===== config.mk =====
export PLATFORM = sky130hd
export DESIGN_NAME = slave_spi
export DESIGN_NICKNAME = d
export VERILOG_FILES = /design/src/rtl/slave_spi.sv
export SDC_FILE = /design/constraint.sdc
export NUM_CORES = 1
export LEC_CHECK = 0
export CAP_MARGIN = 20
export CORE_AREA = 8 8 66 68
export CTS_CLUSTER_SIZE = 8
export DETAILED_ROUTE_END_ITERATION = 10
export DIE_AREA = 0 0 74 76
export PLACE_DENSITY = 0.79
export SLEW_MARGIN = 10
export SYNTH_ARGS = -nofsm -noshare
export SYNTH_HDL_FRONTEND = slang
export SYNTH_SLANG_ARGS = --single-unit

===== constraint.sdc =====
create_clock -name clock -period 4.4 [get_ports clock]
set_input_delay 0.88 -clock clock [delete_from_list [all_inputs] [get_ports clock]]
set_output_delay 0.88 -clock clock [all_outputs]
set_load 0.005 [all_outputs]

===== src/rtl/slave_spi.sv =====
// Mode-0 SPI slave, oversampled on the system clock. Receives MSB-first WIDTH-bit
// words as one-cycle strobes; transmit words arrive through a one-deep holding register.
module slave_spi #(
  parameter int WIDTH       = 8,
  parameter int SYNC_STAGES = 2
) (
  input  logic             clock,
  input  logic             reset,
  input  logic             sclk,
  input  logic             cs_n,
  input  logic             mosi,
  output logic             miso,
  input  logic [WIDTH-1:0] tx_data,
  input  logic             tx_valid,
  output logic             tx_ready,
  output logic [WIDTH-1:0] rx_data,
  output logic             rx_valid,
  output logic             tx_underrun,
  output logic             frame_active
);

  // Fewer than two stages would not be a synchronizer, so clamp.
  localparam int SS = (SYNC_STAGES < 2) ? 2 : SYNC_STAGES;
  localparam int CW = (WIDTH > 2) ? $clog2(WIDTH) : 1;

  localparam logic [0:0] ST_IDLE   = 1'b0;
  localparam logic [0:0] ST_ACTIVE = 1'b1;

  logic [SS-1:0]    r_sclk_sync;
  logic [SS-1:0]    r_cs_sync;
  logic [SS-1:0]    r_mosi_sync;
  logic             r_sclk_dly;
  logic             r_cs_dly;

  logic [0:0]       r_state;
  logic [CW-1:0]    r_bit_cnt;
  logic             r_reload_pending;
  logic [WIDTH-1:0] r_tx_shift;
  logic [WIDTH-1:0] r_rx_shift;
  logic [WIDTH-1:0] r_rx_data;
  logic             r_rx_valid;
  logic             r_tx_underrun;

  logic             r_hold_full;
  logic [WIDTH-1:0] r_hold_data;

  logic w_sclk_s;
  logic w_cs_s;
  logic w_mosi_s;
  logic w_sclk_rise;
  logic w_sclk_fall;
  logic w_cs_rise;
  logic w_cs_fall;
  logic w_active_run;
  logic w_load;
  logic w_accept;
  logic w_last_bit;

  always_ff @(posedge clock) begin
    if (reset) begin
      r_sclk_sync <= '0;
      r_cs_sync   <= '1;
      r_mosi_sync <= '0;
      r_sclk_dly  <= 1'b0;
      r_cs_dly    <= 1'b1;
    end else begin
      r_sclk_sync <= {r_sclk_sync[SS-2:0], sclk};
      r_cs_sync   <= {r_cs_sync[SS-2:0], cs_n};
      r_mosi_sync <= {r_mosi_sync[SS-2:0], mosi};
      r_sclk_dly  <= r_sclk_sync[SS-1];
      r_cs_dly    <= r_cs_sync[SS-1];
    end
  end

  assign w_sclk_s    = r_sclk_sync[SS-1];
  assign w_cs_s      = r_cs_sync[SS-1];
  assign w_mosi_s    = r_mosi_sync[SS-1];
  assign w_sclk_rise = w_sclk_s & ~r_sclk_dly;
  assign w_sclk_fall = ~w_sclk_s & r_sclk_dly;
  assign w_cs_rise   = w_cs_s & ~r_cs_dly;
  assign w_cs_fall   = ~w_cs_s & r_cs_dly;

  // A CS release beats any SCLK edge seen in the same cycle.
  assign w_active_run = (r_state == ST_ACTIVE) && !w_cs_rise;
  assign w_load       = ((r_state == ST_IDLE) && w_cs_fall) ||
                        (w_active_run && w_sclk_fall && r_reload_pending);
  assign w_accept     = tx_valid && tx_ready;
  assign w_last_bit   = (r_bit_cnt == CW'(WIDTH - 1));

  always_ff @(posedge clock) begin
    if (reset) begin
      r_hold_full <= 1'b0;
      r_hold_data <= '0;
    end else if (w_accept) begin
      r_hold_full <= 1'b1;
      r_hold_data <= tx_data;
    end else if (w_load) begin
      r_hold_full <= 1'b0;
    end
  end

  always_ff @(posedge clock) begin
    if (reset) begin
      r_state          <= ST_IDLE;
      r_bit_cnt        <= '0;
      r_reload_pending <= 1'b0;
      r_tx_shift       <= '0;
      r_rx_shift       <= '0;
      r_rx_data        <= '0;
      r_rx_valid       <= 1'b0;
      r_tx_underrun    <= 1'b0;
    end else begin
      r_rx_valid    <= 1'b0;
      r_tx_underrun <= 1'b0;

      // An empty holding register at load time sends zeros and flags it.
      if (w_load) begin
        r_tx_shift    <= r_hold_full ? r_hold_data : '0;
        r_tx_underrun <= ~r_hold_full;
      end

      if (r_state == ST_IDLE) begin
        if (w_cs_fall) begin
          r_state   <= ST_ACTIVE;
          r_bit_cnt <= '0;
        end
      end else if (w_cs_rise) begin
        r_state          <= ST_IDLE;
        r_bit_cnt        <= '0;
        r_reload_pending <= 1'b0;
      end else begin
        if (w_sclk_rise) begin
          r_rx_shift <= {r_rx_shift[WIDTH-2:0], w_mosi_s};
          if (w_last_bit) begin
            r_rx_data        <= {r_rx_shift[WIDTH-2:0], w_mosi_s};
            r_rx_valid       <= 1'b1;
            r_bit_cnt        <= '0;
            r_reload_pending <= 1'b1;
          end else begin
            r_bit_cnt <= r_bit_cnt + 1'b1;
          end
        end
        if (w_sclk_fall) begin
          if (r_reload_pending) begin
            r_reload_pending <= 1'b0;
          end else begin
            r_tx_shift <= {r_tx_shift[WIDTH-2:0], 1'b0};
          end
        end
      end
    end
  end

  assign frame_active = (r_state == ST_ACTIVE);
  assign miso         = frame_active & r_tx_shift[WIDTH-1];
  assign tx_ready     = ~r_hold_full & ~reset;
  assign rx_data      = r_rx_data;
  assign rx_valid     = r_rx_valid;
  assign tx_underrun  = r_tx_underrun;

endmodule


==> After elaboration in Yosys (flattened, before gate mapping) <==
Index checks and enable logic that the tools add are counted.
{ "totals": {"reg_bits": 47, "latchBits": 0, "ram_bits": 0, "mem_bits_ro": 0, "input_bits": 14, "word_cells": 70, "memories": 0} }
{ "op_classes": {"n_addsub": 1, "mul": 0, "div_mod_pow": 0, "order_cmp": 0, "eq_ne": 2, "shifts": 0, "mux": 22, "bitwise": 16, "n_reduce_logical": 14} }
{ "ops": {"columns": ["cell", "n"], "rows": [
  ["$mux 8", 6],
  ["$mux 3", 5],
  ["$mux 1", 11],
  ["$not 1->1", 10],
  ["$and 1x1->1", 6],
  ["$logic_and 1x1->1", 5],
  ["$reduce_and 4->1", 1],
  ["$reduce_bool 2->1", 2],
  ["$reduce_or 4->1", 1],
  ["$add 3x1->3 const B", 1],
  ["$eq 3x3->1 const B", 1],
  ["$ne 3x1->1 const B", 1],
  ["$reduce_and 3->1", 1],
  ["$reduce_and 2->1", 1],
  ["$reduce_or 2->1", 1],
  ["$logic_not 1->1", 1],
  ["$logic_or 1x1->1", 1]
]} }

==> Longest topological paths before layout <==
{ "logic_depth": {"depth_word": 12, "ltp_mapped": 7, "depth_no_buf": 5} }

==> Worst setup path after synthesis <==
Ideal clock, no wire load.
{ "synth_timing": {"path_kind": "in2out", "start": "input port reset", "end": "output port tx_ready", "arrival_time_ps": 1516, "required_ps": 3520, "setup_slack_ps": 2004, "path_stages": 3, "path_cell_list": "clkbuf_1 -> clkbuf_1 -> nor2_1"} }
{ "synth_between": {"elab_chain_cells": 2} }
{ "synth_rtl": {"columns": ["element", "line", "text"], "rows": [
  ["start: declaration", "8", "input logic reset,"],
  ["$not 1->1", "156", "assign tx_ready = ~r_hold_full & ~reset;"],
  ["$and 1x1->1", "156", null],
  ["end: declaration", "15", "output logic tx_ready,"]
]} }
Every way passes these cells.

==> Worst setup path in the final report <==
Ends and elaborated chain as after synthesis.

==> summary.md <==
| Metric | Value |
|---|---|
| Number of placed I/O pins | 27 |
| Die Outline Area | about 5600 um^2 |
| Most frequent cell on the critical path | sky130_fd_sc_hd__clkdlybuf4s50_1 |
| Number of rows created at floorplan | 22 |
| TritonCTS clock tree | built |
| Worst IR drop on VDD | 0.000186 V |
| Total of cells resized after clock tree synthesis | 0 |
| Final cell area excluding filler cells | ~2100 um^2 |
| DRC viols | 0 |
| CP Cell Sequence | clkdlybuf4s50_1 -> nor2_1 -> clkdlybuf4s50_1 |
| Total power consumption of the routed design | 0.717 mW |
| Post-synthesis sequential element count | 47 |
| Drt via density | ~5.3 |
| Post-layout net count | roughly 240 |
| CP Launch Type | primary input |
| Number of I/O port buffers | 26 |
| Number of cells on the worst hold path | 1 |
| Starting density of the core | 0.512 |
| Remaining number of nets flagged by the antenna check after routing | 0 |
| Syn. warnings | 0 |
| Req. time, crit path | between 3000 and 4000 ps |
| Cell depth of the worst flop-to-flop path | 5 |
| Router iterations before antenna repair | 4 |
| Via count of the first global-routing pass | roughly 1400 |
| Clock latency at the later pin of the worst-skew pair | around 370 ps |
| Number of enable-type register cells in the synthesized netlist | 0 |
| Data arrival, critical path | about 1900 ps |
| Final Hold Vio Count | 0 |
| Buffers inserted during post-CTS setup optimization | 0 |
| Footprint of the multi-input gates | 757 um^2 |
| Cells taking the most area after synthesis | sky130_fd_sc_hd__dfxtp_1 53%, sky130_fd_sc_hd__a21oi_1 9.4%, sky130_fd_sc_hd__nand2_1 8.7% |
| Skew final | 13.3 ps |
| Maximum number of pins on one net before global-route repair | 45 |
| Number of H-tree levels | 2 |
| DP HPWL | 2320 um |
| Hold slack | approximately 440 ps |
| Synth Flop Type | sky130_fd_sc_hd__dfxtp_1 |
| Leakage power figure | around 0.73 nW |
| Stages on the worst setup path | 3 |
| Area share of the leading cell type in the synthesized netlist | 0.534 |
| Netlist area before placement | 1760 um^2 |
| Clock net sink count | 47 |
| CTS clk-pin slew, worst paths | approximately 130 ps |
| Sequential fraction of the synthesis area | 0.534 |
| Routed WL | approximately 3400 um |
| Slowest cell delay on critical path | between 500 and 600 ps |
| Run status | finished, final reports clean |
| First-iteration detailed-routing DRC count | 91 |
| Placer congestion estimate | 0.765 |
| CTS Buffer Depth | 2 |
| Critical-path cell with the highest stage delay | sky130_fd_sc_hd__clkdlybuf4s50_1 |
| Layout overhead on the synthesized area | 18.7% |
| Critical Path Fanout Max | 2 |
| Cell at the root of the clock tree | sky130_fd_sc_hd__clkbuf_4 |
| RSZ-0062 raised after global routing | false |
| Wire length per cell | approximately 12 um |
| Crit path buffers/inverters | 2 |
| Vert. Die Dim | around 76 um |
| Syn_area_per_cell | 8.81 um^2 |
| Count of antenna diodes in the layout | 0 |
| PwrDens | 342 nW/um^2 |
| Number of hold buffers added after cts | 0 |
| Number of distinct library cells after synthesis | 29 |
| Accumulated negative setup slack | 0 ps |
| Most area-hungry cell type in the Yosys netlist | sky130_fd_sc_hd__dfxtp_1 |
| Critical path class | in2out |
| Clock buffers created by TritonCTS | 5 |
| Number of antenna violations at the first check in global routing | 0 |
| Hold Path Class | reg2reg |
| First-pass GRT wire length | 5850 um |
| Share of cells above drive strength 1 | 0.0762 |
| Endpoint class of the critical path | output port |
| Global-route usage over all layers | 0.129 |
| Synth Net Count | between 200 and 250 |
| Max Clk Rate | 361 MHz |
| Final worst path period need | around 2800 ps |
| Final setup slack of the worst path | ~1600 ps |
| Post-synthesis async set-or-reset flop share | 0 |
| Number of instances in the synthesized netlist | 200 |
| Slew headroom | 0.607 |
| Horizontal die dimension | between 70 and 80 um |
| Utilization after layout | 0.608 |
| Setup WS pre-CTS | about 1600 ps |
| Max-slew violations | 0 |
| Filler cells | 323 |
| Ratio of final minimum period to clock period | 0.629 |
| Register Area | about 940 um^2 |
| Non-Filler Instances | 271 |
| Total via count in the routed design | between 1000 and 1500 |
| Overflow left after global routing | 0 |
| CORE AREA | between 3000 and 4000 um^2 |
| Total of max-cap violations | 0 |
| Crit-path leading delay family | buffers and inverters |
| Count of endpoints failing setup in the final report | 0 |
| Tightest Pin Transition | ~590 ps |
| Instance area after placement | 2030 um^2 |
| Total placed cells including tap cells | 263 |
==> registers in the layout, summed over array words and instances (netlist names), 2 cells and up <==
register,count
r_hold_data,8
r_tx_shift,8
rx_data,8
r_rx_shift,7
r_bit_cnt,3
r_cs_sync,2
r_mosi_sync,2
r_sclk_sync,2
==> path summary, 6_finish.rpt <==
kind | slack (ps) | to | startpoint
setup reg to reg | 2630 | rx_data[0]$_SDFFE_PP0P_ | r_bit_cnt[0]$_SDFFE_PP0P_
hold / removal | 440 | r_cs_sync[1]$_SDFF_PP1_ | r_cs_sync[0]$_SDFF_PP1_
setup / recovery | 1630 | tx_ready | reset
hold reg to reg | 440 | r_cs_sync[1]$_SDFF_PP1_ | r_cs_sync[0]$_SDFF_PP1_
==> cell usage after synthesis (2+ instances only) <==
master / number
sky130_fd_sc_hd__a21oi_1: 33
sky130_fd_sc_hd__a32oi_1: 2
sky130_fd_sc_hd__buf_1: 2
sky130_fd_sc_hd__buf_6: 2
sky130_fd_sc_hd__clkbuf_1: 6
sky130_fd_sc_hd__dfxtp_1: 47
sky130_fd_sc_hd__ha_1: 2
sky130_fd_sc_hd__nand2_1: 41
sky130_fd_sc_hd__nand2b_1: 3
sky130_fd_sc_hd__nand3_1: 9
sky130_fd_sc_hd__nand4_1: 2
sky130_fd_sc_hd__nand4b_1: 3
sky130_fd_sc_hd__nor2_1: 12
sky130_fd_sc_hd__nor2b_1: 9
sky130_fd_sc_hd__nor3_1: 2
sky130_fd_sc_hd__o21ai_0: 3
sky130_fd_sc_hd__o22ai_1: 7
sky130_fd_sc_hd__or2_2: 4
==> power breakdown <==
part	leakage (nW)	internal, mW	total, mW	switching (mW)
clock network	0.0345	0.0787	0.215	0.136
registers	0.383	0.439	0.448	0.00937
logic	0.317	0.0275	0.0538	0.0263
total	0.734	0.545	0.717	0.172
==> layout by cell type (no fill, tap or decap) <==
master	count
sky130_fd_sc_hd__or2_2	4
sky130_fd_sc_hd__buf_4	1
sky130_fd_sc_hd__and3b_1	1
sky130_fd_sc_hd__dfxtp_1	47
sky130_fd_sc_hd__nand4b_1	3
sky130_fd_sc_hd__and2_1	1
sky130_fd_sc_hd__nor2b_1	9
sky130_fd_sc_hd__clkbuf_4	5
sky130_fd_sc_hd__nand2_1	41
sky130_fd_sc_hd__a311oi_4	1
sky130_fd_sc_hd__nand4_1	2
sky130_fd_sc_hd__and3_1	1
sky130_fd_sc_hd__a31oi_1	1
sky130_fd_sc_hd__a32oi_1	2
sky130_fd_sc_hd__o22ai_1	7
sky130_fd_sc_hd__clkdlybuf4s50_1	26
sky130_fd_sc_hd__nand2b_1	3
sky130_fd_sc_hd__nand4b_2	1
sky130_fd_sc_hd__clkinvlp_4	1
sky130_fd_sc_hd__clkinv_4	1
sky130_fd_sc_hd__and2b_1	1
sky130_fd_sc_hd__nor3_1	2
sky130_fd_sc_hd__a21oi_1	33
sky130_fd_sc_hd__nor2_1	12
sky130_fd_sc_hd__o21ai_0	3
sky130_fd_sc_hd__nor3b_2	1
sky130_fd_sc_hd__a31o_2	1
sky130_fd_sc_hd__clkbuf_8	1
sky130_fd_sc_hd__nand3_1	9
sky130_fd_sc_hd__ha_1	2
==> worst register-to-register path, cell delays in order (launching register included) <==
cell	delay, ps
sky130_fd_sc_hd__dfxtp_1	380
sky130_fd_sc_hd__ha_1	160
sky130_fd_sc_hd__ha_1	350
sky130_fd_sc_hd__nand4_1	490
sky130_fd_sc_hd__nand2_1	200
sky130_fd_sc_hd__a21oi_1	80
==> layer usage <==
metal  global-route usage  vias to the layer above  part of all wire
met1                0.140                      670              0.43
met4               0.0700                        0             0.023
met5                    0                        -                 0
met2                0.214                       21              0.51
li1                     -                      727                 -
met3               0.0408                        5             0.032
==> logic make-up after synthesis <==
family,count (synthesis),share of synthesized area
adders and majority gates,2,0.0142
AOI/OAI and AO/OA,48,0.160
and+or+nand+nor,91,0.255
buffers and inverters,12,0.0369
DFF,47,0.534
==> area by class of cell <==
type / count / share of cell area
Multi-Input combinational cell: 141 / 0.362
Clock inverter: 2 / 0.00777
Sequential cell: 47 / 0.449
Tap cell: 48 / 0.0287
Timing Repair Buffer: 27 / 0.128
Clock buffer: 6 / 0.0245
Power figures use the tool's default switching activity.
